**config.mk**
```make
export PLATFORM = sky130hd
export DESIGN_NAME = imem_boot_loader
export DESIGN_NICKNAME = d
export VERILOG_FILES = /design/src/rtl/imem_boot_loader.sv
export SDC_FILE = /design/constraint.sdc
export NUM_CORES = 1
export LEC_CHECK = 0
export ABC_AREA = 0
export CORE_MARGIN = 5
export CORE_UTILIZATION = 35
export DETAILED_ROUTE_END_ITERATION = 6
export PLACE_DENSITY = 0.51
export SLEW_MARGIN = 20
export SYNTH_ARGS = -nofsm -noshare
export SYNTH_HDL_FRONTEND = slang
export SYNTH_SLANG_ARGS = --single-unit
```
**constraint.sdc**
```tcl
create_clock -name clk -period 3 [get_ports clk]
set_input_delay 0.6 -clock clk [delete_from_list [all_inputs] [get_ports clk]]
set_output_delay 0.6 -clock clk [all_outputs]
set_load 0.01 [all_outputs]
```
**src/rtl/imem_boot_loader.sv**
```systemverilog
// imem_boot_loader: loads a framed byte stream into instruction memory and holds the CPU in reset until done
// Ports: clk, rst (async, active-low); start pulse begins a load; in_valid/in_data/in_ready byte handshake;
// im_we/im_addr/im_wdata IM write port; cpu_rst active-high CPU reset; done/error status levels.
// Frame: CNT_HI CNT_LO, 4*N payload bytes (big-endian words), then an XOR checksum byte.
// Macro BOOT_CSUM_EN enables the checksum byte and its check; undefined, the frame ends after the payload.
module imem_boot_loader #(
  parameter int ADDR_W    = 10,
  parameter int BASE_WORD = 0
) (
  input  logic              clk,
  input  logic              rst,
  input  logic              start,
  input  logic              in_valid,
  input  logic [7:0]        in_data,
  output logic              in_ready,
  output logic              im_we,
  output logic [ADDR_W-1:0] im_addr,
  output logic [31:0]       im_wdata,
  output logic              cpu_rst,
  output logic              done,
  output logic              error
);
  typedef enum logic [2:0] {IDLE, HDR0, HDR1, DATA, CSUM, DONE, ERR} state_t;
`ifdef BOOT_CSUM_EN
  localparam state_t FIN = CSUM;
`else
  localparam state_t FIN = DONE;
`endif
  // Largest word count that still fits between BASE_WORD and the top of IM
  localparam logic [31:0] CAP = 32'((1 << ADDR_W) - BASE_WORD);
  state_t      state, nxt;
  logic [7:0]  cnt_hi;
  logic [15:0] n, wcnt, cnt;
  logic [1:0]  lane;
  logic [23:0] asm_q;
  logic        acc, oversize, last_byte;
`ifdef BOOT_CSUM_EN
  logic [7:0]  x;
`endif
  assign acc       = in_valid && in_ready;
  assign cnt       = {cnt_hi, in_data};
  assign oversize  = {16'd0, cnt} > CAP;
  assign last_byte = lane == 2'd3 && wcnt == n - 16'd1;
  always_comb begin
    nxt = state;
    case (state)
      IDLE, DONE, ERR: nxt = start ? HDR0 : state;
      HDR0:            nxt = acc ? HDR1 : HDR0;
      HDR1:            nxt = !acc ? HDR1 : oversize ? ERR : cnt == 16'd0 ? FIN : DATA;
      DATA:            nxt = acc && last_byte ? FIN : DATA;
`ifdef BOOT_CSUM_EN
      CSUM:            nxt = !acc ? CSUM : in_data == x ? DONE : ERR;
`endif
      default:         nxt = IDLE;
    endcase
  end
  // Status outputs are registered from the next state so they change together with it
  always_ff @(posedge clk or negedge rst) begin
    if (!rst) begin
      state    <= IDLE;
      in_ready <= 1'b0;
      im_we    <= 1'b0;
      im_addr  <= '0;
      im_wdata <= '0;
      cpu_rst  <= 1'b1;
      done     <= 1'b0;
      error    <= 1'b0;
      cnt_hi   <= '0;
      n        <= '0;
      wcnt     <= '0;
      lane     <= '0;
      asm_q    <= '0;
`ifdef BOOT_CSUM_EN
      x        <= '0;
`endif
    end else begin
      state    <= nxt;
      in_ready <= nxt inside {HDR0, HDR1, DATA, CSUM};
      cpu_rst  <= nxt != DONE;
      done     <= nxt == DONE;
      error    <= nxt == ERR;
      im_we    <= 1'b0;
      if (state inside {IDLE, DONE, ERR} && start) begin
        wcnt <= '0;
        lane <= '0;
`ifdef BOOT_CSUM_EN
        x    <= '0;
`endif
      end
      if (acc && state == HDR0) cnt_hi <= in_data;
      if (acc && state == HDR1) n <= cnt;
      if (acc && state == DATA) begin
        lane  <= lane + 2'd1;
        asm_q <= {asm_q[15:0], in_data};
`ifdef BOOT_CSUM_EN
        x     <= x ^ in_data;
`endif
        if (lane == 2'd3) begin
          im_we    <= 1'b1;
          im_wdata <= {asm_q, in_data};
          im_addr  <= ADDR_W'(BASE_WORD) + wcnt[ADDR_W-1:0];
          wcnt     <= wcnt + 16'd1;
        end
      end
    end
  end
endmodule

```
# Word level (Yosys, flattened, before mapping)

Index checks and enable logic that the tools add are counted.

Add/subtract/negate cells: 3
Magnitude comparators: 1
Equal/unequal tests: 14
Mux-type cells: 14
Reduce and logical (&&, ||, !) cells: 14

Operators by type and width:

| kind                                                  | count |
|---|---|
| 2-to-1 mux 16 bit                                     | 3 |
| adder 16 x 1 -> 16 bit (second input constant)        | 1 |
| equality test 16 bit                                  | 1 |
| > comparator 16 x 11 -> 1 bit (second input constant) | 1 |
| logical NOT 16 bit                                    | 1 |
| subtractor 16 x 1 -> 16 bit (second input constant)   | 1 |
| equality test 3 bit (second input constant)           | 5 |
| 2-to-1 mux 3 bit                                      | 5 |
| equality test 3 x 2 -> 1 bit (second input constant)  | 4 |
| one-hot mux 3 bit (4 select lines)                    | 1 |
| logical AND 1 bit                                     | 7 |
| equality test 3 x 1 -> 1 bit (second input constant)  | 2 |
| 2-to-1 mux 2 bit                                      | 3 |
| nonzero test 4 bit                                    | 1 |
| logical NOT 3 bit                                     | 1 |
| != test 3 bit (second input constant)                 | 1 |
| nonzero test 3 bit                                    | 1 |
| OR reduction 3 bit                                    | 1 |
| adder 2 x 1 -> 2 bit (second input constant)          | 1 |
| equality test 2 bit (second input constant)           | 1 |
| 2-to-1 mux 1 bit                                      | 2 |
| AND reduction 2 bit                                   | 1 |
| nonzero test 2 bit                                    | 1 |

Bits in registers: 116
Input port bits: 12

# Longest topological paths before layout

Depth after elaboration: 8
Gate-level depth with buffers: 9
Mapped depth without buffers: 9

# Least setup slack after synthesis

No wires, ideal clock.

Path kind: register to register
Start: register n[0]
End: register in_ready
Library setup time: 0.131 ns
Arrival time: 2.617 ns
Data required time: 2.869 ns
Setup slack: 0.252 ns
Stages on the path, launching flop included: 10
Period minus slack after synthesis: 2.748 ns
Cells stage by stage: dfrtp_1 > inv_1 > ha_1 > nor3b_2 > xnor2_1 > or4_1 > or4_1 > or4_4 > nor4_4 > nor3_1

Cells in the longest elaborated chain, start to end: 8
Elaborated cells on any way between the ends: 11
Those cells by class: add/sub: 1; eq/ne: 5; mux: 2; reduce/logical: 3

Ends and longest elaborated chain:

| element                                                    | RTL line | source |
|---|---|---|
| start: declaration                                         | 33       | `logic [15:0] n, wcnt, cnt;` |
| start signal: assignment                                   | 91       | `if (acc && state == HDR1) n <= cnt;` |
| subtractor 16 x 1 -> 16 bit (*)                            | 43       | `assign last_byte = lane == 2'd3 && wcnt == n - 16'd1;` |
| equality test 16 bit (*)                                   | 43       |  |
| logical AND 1 bit (*)                                      | 43       |  |
| logical AND 1 bit (*)                                      | 50       | `DATA: nxt = acc && last_byte ? FIN : DATA;` |
| 2-to-1 mux 3 bit (*)                                       | 50       |  |
| one-hot mux 3 bit (4 select lines) (*)                     | 46       | `case (state)` |
| equality test 3 x 1 -> 1 bit, or another cell as far along | 78       | `in_ready <= nxt inside {HDR0, HDR1, DATA, CSUM};` |
| nonzero test 4 bit (*)                                     | 78       |  |
| end signal: assignment                                     | 78       |  |
| end: declaration                                           | 15       | `output logic in_ready,` |

Every way passes the cells marked *; elsewhere a longest branch is shown, timed or not.
A chain may end at the register's enable or synchronous reset.

# Worst setup path in the final report

Start: register n[0]
End: register state[2]

Cells in the longest elaborated chain, start to end: 6

Ends and longest elaborated chain:

| element                            | RTL line | source |
|---|---|---|
| subtractor 16 x 1 -> 16 bit        | 43       |  |
| equality test 16 bit               | 43       |  |
| logical AND 1 bit                  | 43       |  |
| logical AND 1 bit                  | 50       |  |
| 2-to-1 mux 3 bit                   | 50       |  |
| one-hot mux 3 bit (4 select lines) | 46       |  |
| named net nxt[2]                   | 31       | `state_t state, nxt;` |
| end signal: assignment             | 77       | `state <= nxt;` |
| end: declaration                   | 31       |  |

The timed path passes the listed nets, and every way through them passes these cells.

==> run metrics <==
number of global-route vias before repair about 3600; # rows 44; status finished clean; Overflow after GRT 0; Vias/cell between 5 and 6; CP Data Required Time around 3.4 ns; Post-synth top cells dfrtp_1 (115), mux2_2 (57), mux2_1 (30); area grow syn2layout 30.3%; Chip Width approximately 130 um; first drt pass iteration count 4; DIE AREA 17200 um^2; Worst Skew 0.00944 ns; clock sinks around 120; Starting Density a little over a third; HP Class primary input to asynchronous set/reset pin; design area around 6700 um^2; end-of-flow core utilization around 46%; Worst path depth 9; Clock power frac between 30% and 40%; Post-Layout Cell Count approximately 690; Critical Path AT 3.19 ns; area of placed instances a little over 6000 um^2; largest net degree at the start of global routing 47; total global-route track usage between 10% and 20%; syn_nets about 430; fin crit share 94.6%; Seq/Total Area, Yosys between 50% and 60%; initial antenna violation count 0; ratio of total power to cell area ~1000 nW/um^2; H-tree depth 4; GP Congestion 0.851; die height between 100 and 150 um; Relative slew margins between 50% and 60%; WL final between 10000 and 15000 um; Synth area leaders dfrtp_1 (56%), mux2_2 (12%), mux2_1 (6.6%); clock transition at the registers of the reported paths 0.06 ns; Psw slightly below 2 mW; Final Setup Violations 0; Critical path buffers and inverters 1; Root Driver clkbuf_16; dpl cells 660; share of cells above drive strength 1 a little under a quarter; syn_area_per_cell between 10 and 15 um^2; IR Drop Worst-Case VDD between 0.5 and 0.6 mV; max_cap viols 0; synthesized cell area roughly 5100 um^2; Power, Total 6.57 mW; crit path cell chain inv_2 > ha_4 > xor2_1 > o211ai_1 > or4_1 > or4_1 > or4_4 > nor4_4 > or2_1; Slew @ Worst Pin roughly 0.61 ns; top-area cell type share of the netlist area a little under three fifths; vias between 3000 and 4000; DP HPWL between 8000 and 9000 um; CP delay by family, top simple AND/OR/NAND/NOR gates; CTS tree done; post-route minimum period around 2.8 ns; Critical path origin n[0]; CP Launch Type flip-flop; diode count 0; CTS buffer count 17; combinational share of power between 20% and 30%; DRC 0; Worst Slack Setup Final 0.162 ns; CP Class flip-flop to flip-flop; port bufs between 50 and 60; worst-path fanout max 4; switching part of the total a little under a third; CP max-delay cell or4_1; Bufs on Longest Clock Path 2; Wirelength per Cell 17.2 um; Post-synth EDFFs 0; Reg2Reg Depth 9; Synth area leader dfrtp_1; R2R setup slack 0.16 ns; count of cell types in the netlist 49; RSZ-0062 raised after global routing true; DR iter-0 viols 176; CP endpoint kind flip-flop; synthesized instance count between 400 and 500; Routed Antenna Nets 0; final net count just over 500; count of state elements after synthesis 116; final hold vios 0; Pleak 3.00 nW; post-synthesis async set-or-reset flop share 100%; Crit path largest cell delay approximately 0.52 ns; I/O pins slightly below 60; Crit path top cell by count or4_1; yosys warns 0; pre-CTS setup slack -0.135 ns; first-pass GRT wire length 19700 um; core box area ~14000 um^2; clock latency on the worst-skew pair 0.41 ns; Setup crit end state[2]; cell with the most instances after synthesis dfrtp_1; worst r2r dst state[2]; predominant post-synthesis flop cell dfrtp_1; part of the power in registers 38.7%; worst reg2reg path startpoint n[0]; Filler cells 1354; Internal ~4.6 mW; Fmax approximately 350 MHz; max-slew violation count 0
[layout by cell type (no fill, tap or decap), types with 8 or more instances in the layout]
master	n
dfrtp_1	115
mux2_2	57
clkdlybuf4s50_1	57
mux2_1	30
nor2_1	24
buf_4	24
nand2_1	22
clkbuf_16	17
xor2_1	16
nand3_1	12
xnor2_1	11
o21ai_1	10
a21oi_1	8
nand4_1	8
[metal layers]
| layer | up-vias | GRT usage, % | share of wire [%] | routed length (um) |
|---|---|---|---|---|
| li1 | 1644 | - | - | - |
| met1 | 1783 | 18.8 | 47 | 5550 |
| met2 | 64 | 21.9 | 47 | 5600 |
| met3 | 17 | 4.85 | 4.5 | 531 |
| met4 | 0 | 5.26 | 1.8 | 216 |
| met5 | - | 0 | 0 | 0 |
[kinds of logic (layout without fill, tap and decap cells)]
| family | count (synthesis) | count (layout) | synth area share, % |
|---|---|---|---|
| flip-flops | 116 | 116 | 56.4 |
| adder cells (fa/ha/maj) | 3 | 3 | 0.729 |
| AND/OR/NAND/NOR | 111 | 111 | 11.8 |
| XOR/XNOR | 28 | 28 | 4.91 |
| AO/OA/AOI/OAI | 41 | 41 | 4.89 |
| multiplexers | 90 | 90 | 19.6 |
| buffers and inverters | 22 | 120 | 1.60 |
[sequential cells by signal, indices dropped and copies added, names as in the netlist, 2 cells and up]
signal	count
asm_q	24
cnt_hi	8
im_addr	10
im_wdata	32
lane	2
n	16
state	3
wcnt	16
[worst min path at each step]
stage	startpoint	end	slack, ns	cells past startpoint
after floorplan	rst	asm_q[0]	0.30	0
after global placement	im_addr[5]	im_addr[5]	0.47	1
after detailed placement	im_wdata[6]	im_wdata[6]	0.47	1
after CTS	rst	wcnt[9]	0.21	1
after global routing	rst	wcnt[13]	0.24	1
final	rst	wcnt[10]	0.20	1
[power by group through the flow]
stage / Sequential (mW) / Combinational, mW / Clock, mW
3_5_place_dp: 2.57 / 1.92 / 0
3_3_place_gp: 2.55 / 1.89 / 0
6_report: 2.55 / 1.94 / 2.09
4_1_cts: 2.55 / 1.93 / 2.15
5_1_grt: 2.61 / 2.12 / 2.23
2_1_floorplan: 2.48 / 1.14 / 0
[final cells by class]
type                       count  area [um^2]  area share, %
timing repair buffer          81          751           11.2
clock inverter                 9          153           2.28
tap                          184          230           3.43
clock buffer                  23          458           6.83
inverter                       7         26.3          0.392
multi-input combinational    273         2180           32.6
sequential                   116         2900           43.3
[per-stage QoR]
step	TNS [ns]	hold WS, ns
2_1_floorplan	0	0.304
3_3_place_gp	-0.186	0.466
3_5_place_dp	-0.514	0.475
4_1_cts	0	0.215
5_1_grt	-0.00329	0.244
6_report	0	0.197
[timing repair]
action / CTS / global route
buffers inserted: 0 / 1
hold buffers: 0 / 0
endpoints found under the setup margin: 0 / 4
resized for setup: 0 / 3
Power figures use the tool's default switching activity.
